[config.mk]
export PLATFORM = sky130hd
export DESIGN_NAME = layer_weight_initializer
export DESIGN_NICKNAME = d
export VERILOG_FILES = /design/src/rtl/layer_weight_initializer.sv
export SDC_FILE = /design/constraint.sdc
export NUM_CORES = 1
export LEC_CHECK = 0
export CAP_MARGIN = 15
export CORE_UTILIZATION = 57
export DETAILED_ROUTE_END_ITERATION = 10
export DONT_BUFFER_PORTS = 1
export GPL_TIMING_DRIVEN = 0
export PLACE_DENSITY = 0.75
export SLEW_MARGIN = 20
export SYNTH_ARGS = -nofsm -noshare
export SYNTH_HDL_FRONTEND = slang
export SYNTH_SLANG_ARGS = --single-unit
export TNS_END_PERCENT = 1
[constraint.sdc]
create_clock -name clk -period 2 [get_ports clk]
set_clock_uncertainty 0.15 [all_clocks]
set_input_delay 0.1 -clock clk [delete_from_list [all_inputs] [get_ports clk]]
set_output_delay 0.1 -clock clk [all_outputs]
set_load 0.01 [all_outputs]
[src/rtl/layer_weight_initializer.sv]
// Fills the N_NEURONS x N_INPUTS weight bank of one fully-connected layer
// with a constant, a Galois LFSR sequence, or words streamed over valid/ready.
module layer_weight_initializer #(
    parameter int N_NEURONS  = 3,
    parameter int N_INPUTS   = 2,
    parameter int DATA_WIDTH = 32,
    parameter int CNT_W      = 8
) (
    input  logic                                     clk,
    input  logic                                     rst,
    input  logic                                     start,
    input  logic [1:0]                               mode,
    input  logic [DATA_WIDTH-1:0]                    init_val,
    input  logic [31:0]                              seed,
    input  logic [DATA_WIDTH-1:0]                    in_data,
    input  logic                                     in_valid,
    output logic                                     in_ready,
    output logic [N_NEURONS*N_INPUTS*DATA_WIDTH-1:0] weights,
    output logic                                     wr_en,
    output logic [CNT_W-1:0]                         wr_neuron,
    output logic [CNT_W-1:0]                         wr_index,
    output logic                                     busy,
    output logic                                     done
);

    localparam int          NW         = N_NEURONS * N_INPUTS;
    localparam logic [31:0] LFSR_TAPS  = 32'h8020_0003;
    localparam logic [1:0]  MODE_LFSR  = 2'd1;
    localparam logic [1:0]  MODE_STRM  = 2'd2;
    localparam logic [CNT_W-1:0] LAST_IDX = CNT_W'(N_INPUTS - 1);
    localparam logic [CNT_W-1:0] LAST_NRN = CNT_W'(N_NEURONS - 1);

    typedef enum logic [1:0] {
        S_IDLE,
        S_FILL,
        S_DONE
    } state_t;

    state_t                  state_q;
    logic [1:0]              mode_q;
    logic [DATA_WIDTH-1:0]   init_q;
    logic [31:0]             lfsr_q;
    logic [31:0]             lfsr_d;
    logic [CNT_W-1:0]        nrn_q;
    logic [CNT_W-1:0]        idx_q;
    logic                    wr_en_q;
    logic [CNT_W-1:0]        wr_neuron_q;
    logic [CNT_W-1:0]        wr_index_q;
    logic                    fire;
    logic [DATA_WIDTH-1:0]   wdata_d;

    always_comb begin
        lfsr_d = lfsr_q[0] ? ((lfsr_q >> 1) ^ LFSR_TAPS) : (lfsr_q >> 1);
        // Stream mode only advances on a handshake; other modes write every FILL cycle.
        fire = (state_q == S_FILL) && ((mode_q != MODE_STRM) || in_valid);
        case (mode_q)
            MODE_LFSR: wdata_d = lfsr_q[DATA_WIDTH-1:0];
            MODE_STRM: wdata_d = in_data;
            default:   wdata_d = init_q;
        endcase
    end

    always_ff @(posedge clk or negedge rst) begin
        if (!rst) begin
            state_q     <= S_IDLE;
            mode_q      <= '0;
            init_q      <= '0;
            lfsr_q      <= '0;
            nrn_q       <= '0;
            idx_q       <= '0;
            wr_en_q     <= 1'b0;
            wr_neuron_q <= '0;
            wr_index_q  <= '0;
        end else begin
            wr_en_q <= fire;
            case (state_q)
                S_IDLE, S_DONE: begin
                    if (start) begin
                        state_q <= S_FILL;
                        mode_q  <= mode;
                        init_q  <= init_val;
                        lfsr_q  <= (seed == 32'd0) ? 32'd1 : seed;
                        nrn_q   <= '0;
                        idx_q   <= '0;
                    end
                end
                S_FILL: begin
                    if (fire) begin
                        wr_neuron_q <= nrn_q;
                        wr_index_q  <= idx_q;
                        if (mode_q == MODE_LFSR) begin
                            lfsr_q <= lfsr_d;
                        end
                        if (idx_q == LAST_IDX) begin
                            idx_q <= '0;
                            if (nrn_q == LAST_NRN) begin
                                nrn_q   <= '0;
                                state_q <= S_DONE;
                            end else begin
                                nrn_q <= nrn_q + 1'b1;
                            end
                        end else begin
                            idx_q <= idx_q + 1'b1;
                        end
                    end
                end
                default: state_q <= S_IDLE;
            endcase
        end
    end

    // One register per word, enabled when the counters address it.
    generate
        for (genvar gi = 0; gi < NW; gi++) begin : g_word
            localparam logic [CNT_W-1:0] WN = CNT_W'(gi / N_INPUTS);
            localparam logic [CNT_W-1:0] WK = CNT_W'(gi % N_INPUTS);
            logic [DATA_WIDTH-1:0] word_q;

            always_ff @(posedge clk or negedge rst) begin
                if (!rst) begin
                    word_q <= '0;
                end else if (fire && (nrn_q == WN) && (idx_q == WK)) begin
                    word_q <= wdata_d;
                end
            end

            assign weights[gi*DATA_WIDTH +: DATA_WIDTH] = word_q;
        end
    endgenerate

    assign in_ready  = (state_q == S_FILL) && (mode_q == MODE_STRM);
    assign busy      = (state_q == S_FILL);
    assign done      = (state_q == S_DONE);
    assign wr_en     = wr_en_q;
    assign wr_neuron = wr_neuron_q;
    assign wr_index  = wr_index_q;

endmodule

==> summary by stage <==
Logic synthesis
The cell count after synthesis came out at 903. Counting flops with a built-in enable in the synthesized netlist gives 0. The synthesized netlist contains 46 unique library cells. Counting instances in the post-synthesis netlist gives the leading cell types as sky130_fd_sc_hd__dfrtp_1, sky130_fd_sc_hd__mux2_4, sky130_fd_sc_hd__o21ai_0. The biggest area consumer among synthesized cells is sky130_fd_sc_hd__dfrtp_1. Yosys attributes the largest share of cell area to sky130_fd_sc_hd__dfrtp_1, sky130_fd_sc_hd__mux2_4, sky130_fd_sc_hd__mux2_2. The most numerous cell in the Yosys netlist is sky130_fd_sc_hd__dfrtp_1. The async set-reset flop share out of synthesis is 100%. The fraction of synthesized cell area taken by the top area cell type is 55.7%. The synthesized cell area is 13200 sq um. The number of nets produced by synthesis is 1014. The predominant post-synthesis flop cell is sky130_fd_sc_hd__dfrtp_1. The count of yosys warnings during synthesis is 0. The average footprint of a synthesized cell is 14.6 sq um. The synthesis-stage register bit count is 293.

Sequential cells were found to cover 55.7% of the synthesized design area.

Cells and area
The fraction of final layout cells sized beyond drive strength 1 is 38.1%. The area growth from synthesis to layout is 20.8%. Summing all flip-flop and latch instances after layout gives 7340 sq um. The final design instance area without fill is 15900 sq um. The area of combinational cells with multiple inputs is 5350 sq um. The final layout contains 1142 nets. Counting the fill cells in the layout gives 1459.

Floorplanning
The total area inside the core boundary comes to 22600 sq um. The boundary pin count is 314. Row generation in the floorplan step produced 55 rows. The initial cell density of the core is 58.1%. The floorplan step defined a die boundary enclosing 23700 sq um. The die is 154 um tall. Measured along the x axis, the die boundary spans 154 um.

Placed design
The half-perimeter wire length of the detailed placement result is 23.3 mm. During placement, the flow inserted port buffers numbering 0. Before CTS, the worst setup slack after placement is -792 ps. At the end of routability-driven placement, the weighted congestion stood at 0.818. The placed instances occupy a cell area of 13500 sq um.

Pwr
The power density normalized to cell area is 1460 nW/um^2. The peak supply drop is 0.00115 V. The share of total power dissipated in combinational logic is 34.9%.

The clock network accounts for 25.3% of the total power. The switching power as a share of total power is 37.5%. The cell-internal power is 14.6 mW. In this run the static leakage power is 7.22 nW. The sequential share of power is 39.8%. Summed over all nets, the switching power comes to 8.72 mW.

Worst setup path
STA classifies the critical path endpoint as a flop. For the worst setup path, the data required time is 2290 ps. The data arrival time of the critical path is 2560 ps.

STA classifies the critical path startpoint as a flop. Of all nets on the critical path, the largest fanout is 10. The kind of critical path is flop to flop.

Clocking
In this run the number of H-tree levels came out at 1. Counting the buffers created by CTS gives 30. The cell sitting at the root of the clock tree is a sky130_fd_sc_hd__clkbuf_16. The CTS clock-pin slew for the worst setup and hold paths is 70 ps. The clock net in this run drives a total of 293 sinks. The clock latency at the later pin of the worst-skew pair is 550 ps. In this run the deepest clock path goes through 3 buffers. TritonCTS built the clock tree.

GRT
The maximum number of pins on one net before global-route repair is 294. The total overflow left after global routing is 0. The wire length of the first global-routing pass is 53.2 mm. Global routing used 29.3% of the available tracks. The initial antenna violation count is 4.

The via count of the first global-routing pass is 8598.

Timing
After layout, the worst path uses 114% of the clock period. The total count of hold-check failures in the final report is 299. The final setup violation count is 194. For the pin with the worst max-slew slack, the measured transition is 642 ps. Static timing analysis puts the maximum clock frequency at 0.439 GHz. The final-report max-slew violation count is 0. On the final layout, the worst hold slack is -911 ps.

The relative slew slack is 56.8%. The final critical path time including I/O delays and setup is 2280 ps. Once routing completed, OpenROAD measured the worst setup slack at -277 ps. Setup repair after global routing could not meet its margin everywhere.

Min path
The type of the most critical hold path is input port to asynchronous set/reset pin.

Status
The run finished, with violations left. The checks that failed: negative hold slack, negative setup slack.

Drt
The via count is 8392. In the final routed layout, each cell accounts on average for 26.8 um. The count of TritonRoute iterations in the first routing pass is 5. The number of routed nets with antenna violations is 0.

For this block, the routed nets add up to 36.0 mm of wire. For this run, design rule violations remaining after detail routing come to 0. After detailed routing, the number of vias per cell comes to 6.26.

After the first detailed-routing iteration, the DRC count stood at 597.

Flow run
The max-capacitance violation count is 0.
power groups by stage:
stage	logic [mW]	clock network (mW)	registers, mW
after floorplan	5.19	0	8.82
after global placement	6.76	0	9.20
after detailed placement	6.98	0	9.25
after CTS	7.56	5.91	9.20
after global routing	8.71	6.16	9.40
final	8.12	5.90	9.25
worst paths after layout:
check	depth (start not counted)	startpoint	endpoint	slack, ps
min reg2reg	1	init_q[23]$_DFFE_PN0P_	init_q[23]$_DFFE_PN0P_	360
max in group asynchronous	0	rst	g_word[3].word_q[21]$_DFFE_PN0P_	2070
min	0	rst	g_word[3].word_q[9]$_DFFE_PN0P_	-910
max reg2reg	9	mode_q[0]$_DFFE_PN0P_	g_word[3].word_q[30]$_DFFE_PN0P_	-280
max	9	mode_q[0]$_DFFE_PN0P_	g_word[3].word_q[30]$_DFFE_PN0P_	-280
min in group clk	3	in_data[18]	g_word[2].word_q[18]$_DFFE_PN0P_	-10
timing repair:
action	4_1_cts	5_1_grt
setup endpoints to repair	276	254
gates resized for setup	86	51
pin swaps	5	6
endpoints found under the hold margin	402	366
hold buffers	74	13
setup buffers	2	3
gates cloned	0	6
worst max-delay path, stage by stage, from the launching register on:
cell and delay [ps]:
sky130_fd_sc_hd__dfrtp_1 380, sky130_fd_sc_hd__inv_2 60, sky130_fd_sc_hd__ha_2 180, sky130_fd_sc_hd__buf_6 130, sky130_fd_sc_hd__nand2b_4 90, sky130_fd_sc_hd__and4_4 270, sky130_fd_sc_hd__and4_4 250, sky130_fd_sc_hd__buf_12 160
sky130_fd_sc_hd__buf_12 170, sky130_fd_sc_hd__mux2_4 310
logic make-up after synthesis:
group	synth area share [%]
AOI/OAI and AO/OA	8.53
xor gates and xnor gates	0.200
adders and majority gates	0.856
buffers and inverters	4.84
DFF	55.7
muxes	25.4
and+or+nand+nor	4.47
through the flow:
| step | power, mW | hold WS (ps) | utilization, % | setup TNS (ps) | cells |
|---|---|---|---|---|---|
| after global routing | 24.3 | -916 | 70.2 | -60650 | 1341 |
| final | 23.3 | -911 | 70.2 | -45230 | 1341 |
| after CTS | 22.7 | -914 | 68.2 | -37710 | 1317 |
| after global placement | 16.0 | -339 | 59.8 | -132140 | 1188 |
| after floorplan | 14.0 | -346 | - | -10530 | 903 |
| after detailed placement | 16.2 | -340 | 59.8 | -142280 | 1188 |
area by class of cell:
cell class,count,share of cell area (%)
Sequential cell,293,46.1
Antenna cell,3,0.0472
Multi-Input combinational cell,533,33.6
Timing Repair Buffer,98,6.66
Clock buffer,47,5.82
Inverter,14,0.362
Buffer,61,4.36
Tap cell,285,2.24
Clock inverter,7,0.740
metal layers:
metal,global-route usage (%),vias up,wire (um)
met3,7.07,50,2440
met4,7.00,2,738
met2,48.5,388,17600
li1,-,3557,-
met1,38.9,4395,15200
met5,0,-,13
flip-flops by register name, indices dropped and copies added, names as in the netlist:
register       count
nrn_q              8
idx_q              8
mode_q             2
wr_index           8
g_word.word_q    192
init_q            32
wr_en              1
wr_neuron          8
state_q            2
lfsr_q            32
cell usage in the layout (no fill, tap or decap), drive strengths merged, types with 11 or more instances in the layout:
cell           n
a21oi         11
o22ai         29
clkbuf        77
a22oi         32
mux2         236
buf           42
nand2         51
dfrtp        293
dlygate4sd3   87
a2bb2oi       28
o21ai         59
inv           15
Power figures use the tool's default switching activity.
